<file path="src/rtl/adder_nbit_serial.sv">
// Multi-cycle ripple adder/subtractor.
// Adds CHUNK bits per clock, starting with the least significant chunk.
// Operands arrive on a valid/ready handshake and the result leaves on a second one.
module adder_nbit_serial #(
  parameter int WIDTH = 16,
  parameter int CHUNK = 4
) (
  input  logic             clk_i,
  input  logic             rst_n_i,
  input  logic [WIDTH-1:0] A_i,
  input  logic [WIDTH-1:0] B_i,
  input  logic             C_i,
  input  logic             sub_i,
  input  logic             valid_i,
  output logic             ready_o,
  output logic [WIDTH-1:0] S_o,
  output logic             C_o,
  output logic             ovf_o,
  output logic             valid_o,
  input  logic             ready_i
);

  localparam int NCHUNK = WIDTH / CHUNK;
  localparam int KW     = (NCHUNK > 1) ? $clog2(NCHUNK) : 1;

  typedef enum logic [1:0] {
    IDLE = 2'd0,
    CALC = 2'd1,
    DONE = 2'd2
  } state_t;

  state_t           state, state_next;
  logic [KW-1:0]    k;
  logic [WIDTH-1:0] a_q, b_q, acc_q, acc_next;
  logic             carry_q;
  logic [CHUNK-1:0] a_chunk, b_chunk;
  logic [CHUNK:0]   chunk_sum;
  logic             accept, last, msb_carry_in;
  logic [WIDTH-1:0] s_q;
  logic             c_q, ovf_q;
  int unsigned      base;

  assign accept  = valid_i && (state == IDLE);
  assign last    = (k == KW'(NCHUNK - 1));
  assign ready_o = (state == IDLE);
  assign valid_o = (state == DONE);
  assign S_o     = s_q;
  assign C_o     = c_q;
  assign ovf_o   = ovf_q;

  // Add the current chunk and merge it into the partial sum.
  always_comb begin
    // NOTE: every signal gets a value before any branch, so no latch can be inferred.
    base      = int'(k) * CHUNK;
    a_chunk   = a_q[base +: CHUNK];
    b_chunk   = b_q[base +: CHUNK];
    chunk_sum = {1'b0, a_chunk} + {1'b0, b_chunk} + {{CHUNK{1'b0}}, carry_q};
    acc_next  = acc_q;
    acc_next[base +: CHUNK] = chunk_sum[CHUNK-1:0];
    // Sum bit = a ^ b ^ carry-in, so the carry into the MSB falls out without
    // a separate partial adder, and works for CHUNK=1 too.
    msb_carry_in = acc_next[WIDTH-1] ^ a_q[WIDTH-1] ^ b_q[WIDTH-1];
  end

  // Next-state decode: IDLE -> CALC -> DONE -> IDLE.
  always_comb begin
    state_next = state;
    unique case (state)
      IDLE:    if (valid_i) state_next = CALC;
      CALC:    if (last)    state_next = DONE;
      DONE:    if (ready_i) state_next = IDLE;
      default: state_next = IDLE;
    endcase
  end

  // State register; reset abandons any operation in flight.
  always_ff @(posedge clk_i or negedge rst_n_i) begin
    // NOTE: sequential state uses non-blocking assignments so every register samples pre-edge values.
    if (!rst_n_i) state <= IDLE;
    else          state <= state_next;
  end

  // Operand and partial-sum datapath.
  // NOTE: these registers carry no reset; each is written at accept or during CALC before it is read.
  always_ff @(posedge clk_i) begin
    if (accept) begin
      a_q     <= A_i;
      b_q     <= sub_i ? ~B_i : B_i;
      carry_q <= sub_i ? ~C_i : C_i;
      k       <= '0;
    end else if (state == CALC) begin
      acc_q   <= acc_next;
      carry_q <= chunk_sum[CHUNK];
      k       <= k + 1'b1;
    end
  end

  // Result registers: loaded on the final chunk, held until the next one.
  always_ff @(posedge clk_i or negedge rst_n_i) begin
    if (!rst_n_i) begin
      s_q   <= '0;
      c_q   <= 1'b0;
      ovf_q <= 1'b0;
    end else if (state == CALC && last) begin
      s_q   <= acc_next;
      c_q   <= chunk_sum[CHUNK];
      ovf_q <= msb_carry_in ^ chunk_sum[CHUNK];
    end
  end

endmodule
</file>
<file path="config.mk">
export PLATFORM = sky130hd
export DESIGN_NAME = adder_nbit_serial
export DESIGN_NICKNAME = d
export VERILOG_FILES = /design/src/rtl/adder_nbit_serial.sv
export SDC_FILE = /design/constraint.sdc
export NUM_CORES = 1
export LEC_CHECK = 0
export ABC_AREA = 1
export CELL_PAD_IN_SITES_DETAIL_PLACEMENT = 0
export CELL_PAD_IN_SITES_GLOBAL_PLACEMENT = 1
export CORE_MARGIN = 4
export CORE_UTILIZATION = 40
export CTS_CLUSTER_DIAMETER = 100
export CTS_CLUSTER_SIZE = 12
export DETAILED_ROUTE_END_ITERATION = 8
export HOLD_SLACK_MARGIN = 0.1
export PLACE_DENSITY = 0.76
export SYNTH_ARGS = -nofsm -noshare
export SYNTH_HDL_FRONTEND = slang
export SYNTH_SLANG_ARGS = --single-unit
</file>
<file path="constraint.sdc">
create_clock -name clk_i -period 3.9 [get_ports clk_i]
set_clock_uncertainty 0.05 [all_clocks]
set_input_delay 0.975 -clock clk_i [delete_from_list [all_inputs] [get_ports clk_i]]
set_output_delay 0.975 -clock clk_i [all_outputs]
set_load 0.1 [all_outputs]
</file>
# After elaboration in Yosys (flattened, before gate mapping)
# Cells that the tools add are included.
# word_totals
in_bits,38
out_inout_bits,20
reg_bits,71
# op_classes
reduce_logical,6
eq_ne,6
shifts,4
bitwise,6
add_sub_neg,4
mux,9
# ops
op,n
4-bit negation with 34-bit output,1
4-bit by 34-bit variable shift with 16-bit output (first input constant),1
4-bit by 34-bit indexed part select with 16-bit output,1
16-bit by 5-bit indexed part select with 4-bit output,2
16-bit bitwise mux,1
16-bit two-way mux,1
16-bit inverter,1
2-bit two-way mux,3
2-bit case mux with 3 select lines,1
4-bit by 4-bit adder with 5-bit output,1
5-bit by 1-bit adder with 5-bit output,1
2-bit equality test (second input constant),2
2-bit != test (second input constant),2
1-bit two-way mux,3
3-bit AND reduction,1
1-bit bitwise XOR,3
2-bit by 1-bit adder with 2-bit output (second input constant),1
2-bit by 1-bit equality test with 1-bit output (second input constant),1
1-bit logical AND,2
2-bit zero test,1
2-bit by 1-bit != test with 1-bit output (second input constant),1
1-bit inverter,2
2-bit AND reduction,1
2-bit nonzero test,1

# Logic depth before layout (Yosys ltp)
# logic_depth
word_depth,8
depth_mapped,15
mapped_depth_nobuf,13

# Worst setup path after synthesis
# No wires, ideal clock.
# synth_timing
path_type,register to register
start,register state[1]
end,register a_q[0] (enable)
n_path_buf,0
setup_slack_ps,644
synth_period_minus_slack_ps,3256
t_arrival_ps,2819
stages_incl_launch_ff,4
path_cell_list,dfrtp_1 -> nor2_1 -> nand2_1 -> inv_1
# synth_via
elab_chain_cells,2
# synth_rtl
element,line_no,rtl
"start, declared",32,"state_t state, state_next;"
"start signal, assigned",80,else state <= state_next;
2-bit zero test,n/a,
named net ready_o,15,"output logic ready_o,"
1-bit logical AND,43,assign accept = valid_i && (state == IDLE);
named net accept,38,"logic accept, last, msb_carry_in;"
"end signal, assigned",87,a_q <= A_i;
"end, declared",34,"logic [WIDTH-1:0] a_q, b_q, acc_q, acc_next;"
# The timed path passes the listed nets, and every way through them passes these cells.
# A chain may end at the register's enable or synchronous reset.

# Final worst setup path
# layout_timing
start,register ovf_q (netlist: ovf_o)
end,output ovf_o
# layout_lines
element,line_no,rtl
"start, declared",40,"logic c_q, ovf_q;"
"start signal, assigned",107,ovf_q <= msb_carry_in ^ chunk_sum[CHUNK];
"end, declared",18,"output logic ovf_o,"
# No word-level cell between the ends.

==> results.json <==
{
  "syn_area_mm2": 0.003239,
  "crit_path_max_fanout": 2,
  "dp_hpwl_um": 4674,
  "setup_viol": 0,
  "n_fill_cell": 726,
  "maxCapViolCount": 0,
  "path_cells": "clkdlybuf4s50_1",
  "coreArea_mm2": 0.007807,
  "yosysSeqAreaShare_pct": 62.11,
  "dr_total_vias": 2249,
  "routabilityCongestion": 0.8394,
  "die-area_mm2": 0.009602,
  "clk_pin_slew_ns": 0.08,
  "drtPass1Iterations": 4,
  "clock_path_buffers": 2,
  "crit_family": "buffers and inverters",
  "criticalPathCategory": "register to output port",
  "rsz0062_at_grt": "no",
  "min_path_type": "register to register",
  "syn-instance-count": 300,
  "cts_tree": "done",
  "syn_area_per_cell_um2": 10.80,
  "end_kind": "output port",
  "grt_pass1_vias": 2292,
  "cts_resized": 0,
  "num_antenna_cells": 0,
  "max_stage_delay_ns": 1.14,
  "cts_max_level": 3,
  "grt_max_degree": 29,
  "finalHoldViolations": 0,
  "drt_wl_total_um": 6423,
  "cp-start-kind": "register",
  "synth_area_leaders": "edfxtp_1 45%, dfrtp_1 15%, nand2_1 9.2%, xor2_1 4.9%, ha_1 3.5%",
  "async_flop_share_pct": 28.17,
  "start_util_pct": 41.49,
  "drc": 0,
  "ys_seq_elements": 71,
  "io_pins": 58,
  "grt_pass1_wl_um": 10780,
  "synth.most_common_cell": "nand2_1",
  "rows": 32,
  "r2r_start": "k[0]$_SDFFE_PP0P_",
  "cp-endpoint": "ovf_o",
  "clock-sinks": 71,
  "nNetsFinal": 411,
  "grt_overflow": 0,
  "path_depth": 1,
  "post_drt_via_cell_ratio": 4.795,
  "die_w_um": 97.99,
  "crit_slowest_cell": "clkdlybuf4s50_1",
  "timing.rr.end": "acc_q[14]$_DFFE_PP_",
  "worst-path-buf-inv": 1,
  "yosys.area.top_type_share_pct": 45.42,
  "grt_use_met3_pct": 3.143,
  "grt_use_total_pct": 14.14,
  "relSlewSlack_pct": 34.99,
  "cts_made_buffers": 9,
  "insertion_delay_ns": 0.34,
  "layout-drive-gt1-share_pct": 6.267,
  "busiest_layer": "met2",
  "synth_ff_type": "edfxtp_1",
  "die_h_um": 97.99,
  "startpoint": "ovf_o$_DFFE_PN0P_",
  "port_buffers": 57,
  "timing.final.max_slew_violations": 0,
  "wl_per_cell_um": 13.70,
  "worst_r2r_path_depth": 11,
  "min_period_over_period_pct": 73.72,
  "grtUsageMet1_pct": 17.58,
  "max_freq_mhz": 347.8,
  "outcome": "completed",
  "areaGrowthSynthToFinish_pct": 26.07,
  "syn_nets": 349,
  "tightestPinTransition_ns": 0.9722,
  "drtIter0Drc": 60,
  "synth_edf_count": 49,
  "grt_antenna_before_repair": 0,
  "r2r_slack_ns": 1.17,
  "hold_buffers": 0,
  "ant_nets": 0,
  "fin_crit_ns": 2.875,
  "postCtsSetupBuffers": 0,
  "yosys-top-cells-count": "79 x nand2_1, 49 x edfxtp_1, 30 x inv_1",
  "synth_cell_types": 28,
  "root_buffer": "clkbuf_8",
  "cp.arrival_ns": 1.85,
  "yosys.area.top_type": "edfxtp_1",
  "required_ns": 2.87,
  "yosys_warnings": 0,
  "tns_ns": 0,
  "grtUsageMet2_pct": 22.88
}
-- routing by layer --
layer  vias up  routed length (um)  part of all wire [%]
met2        62                3108                    48
li1       1129                   -                     -
met1      1039                2831                    44
met3        19                 315                   4.9
met4         0                 168                   2.6
met5         -                   0                     0
-- layout by cell type, fill, tap and decap left out --
cell / n
a32oi_1: 2
nand3_1: 8
a21oi_1: 6
buf_4: 5
clkbuf_8: 12
ha_1: 9
inv_4: 1
fa_1: 2
o31ai_1: 1
nor2_4: 1
edfxtp_1: 49
o21ai_0: 19
nor2_1: 18
xor2_1: 18
inv_1: 30
o22ai_1: 15
clkbuf_1: 3
nor2_8: 1
nand2_1: 79
o32ai_1: 3
o21ai_1: 1
inv_2: 2
clkinv_2: 1
nand4_1: 2
dfxtp_1: 2
or2_1: 1
dfrtp_1: 20
clkdlybuf4s50_1: 55
xnor2_1: 1
-- worst min path at each step --
stage / end / start / cells past startpoint / slack (ns)
CTS: C_o$_DFFE_PN0P_ / C_o$_DFFE_PN0P_ / 2 / 0.43
floorplan: state[1]$_DFFE_PN0P_ / state[0]$_DFFE_PN0P_ / 1 / 0.44
detailed placement: C_o$_DFFE_PN0P_ / C_o$_DFFE_PN0P_ / 2 / 0.41
finish: C_o$_DFFE_PN0P_ / C_o$_DFFE_PN0P_ / 2 / 0.42
global route: S_o[5]$_DFFE_PN0P_ / S_o[5]$_DFFE_PN0P_ / 2 / 0.45
global placement: C_o$_DFFE_PN0P_ / C_o$_DFFE_PN0P_ / 2 / 0.41
-- sequential cells by signal (all words and copies together) (netlist names) --
name	count
carry_q	1
S_o	16
acc_q	16
C_o	1
ovf_o	1
a_q	16
state	2
b_q	16
k	2
-- logic make-up after synthesis --
family | synth area share [%]
AND/OR/NAND/NOR | 14.02
XOR/XNOR | 5.137
flip-flops | 62.11
buffers and inverters | 5.524
AO/OA/AOI/OAI | 8.498
adder cells (fa/ha/maj) | 4.712
-- layout make-up --
type                    instances  area [um2]  share of cell area [%]
clock buffers                  15       176.4                   4.320
well taps                     102       127.6                   3.125
flip-flops and latches         71        2012                   49.26
multi-input cells             187        1049                   25.67
inverters                      33       126.4                   3.094
clock inverters                 1       5.005                  0.1225
repair buffers                 60       588.1                   14.40
-- metrics by stage --
stage,worst slack (ns),util [%],area [um2],hold WS [ns],cells
after floorplan,0.6442,-,3239,0.4421,300
after global placement,1.258,49.98,3902,0.4132,453
after detailed placement,1.212,49.98,3902,0.4098,453
after CTS,0.9965,52.31,4084,0.4255,469
after global routing,0.8723,52.31,4084,0.4511,469
final,1.025,52.31,4084,0.4218,469
Power is not shown: default switching activity piles up to over one toggle a cycle in this logic, so the estimate is an artifact.
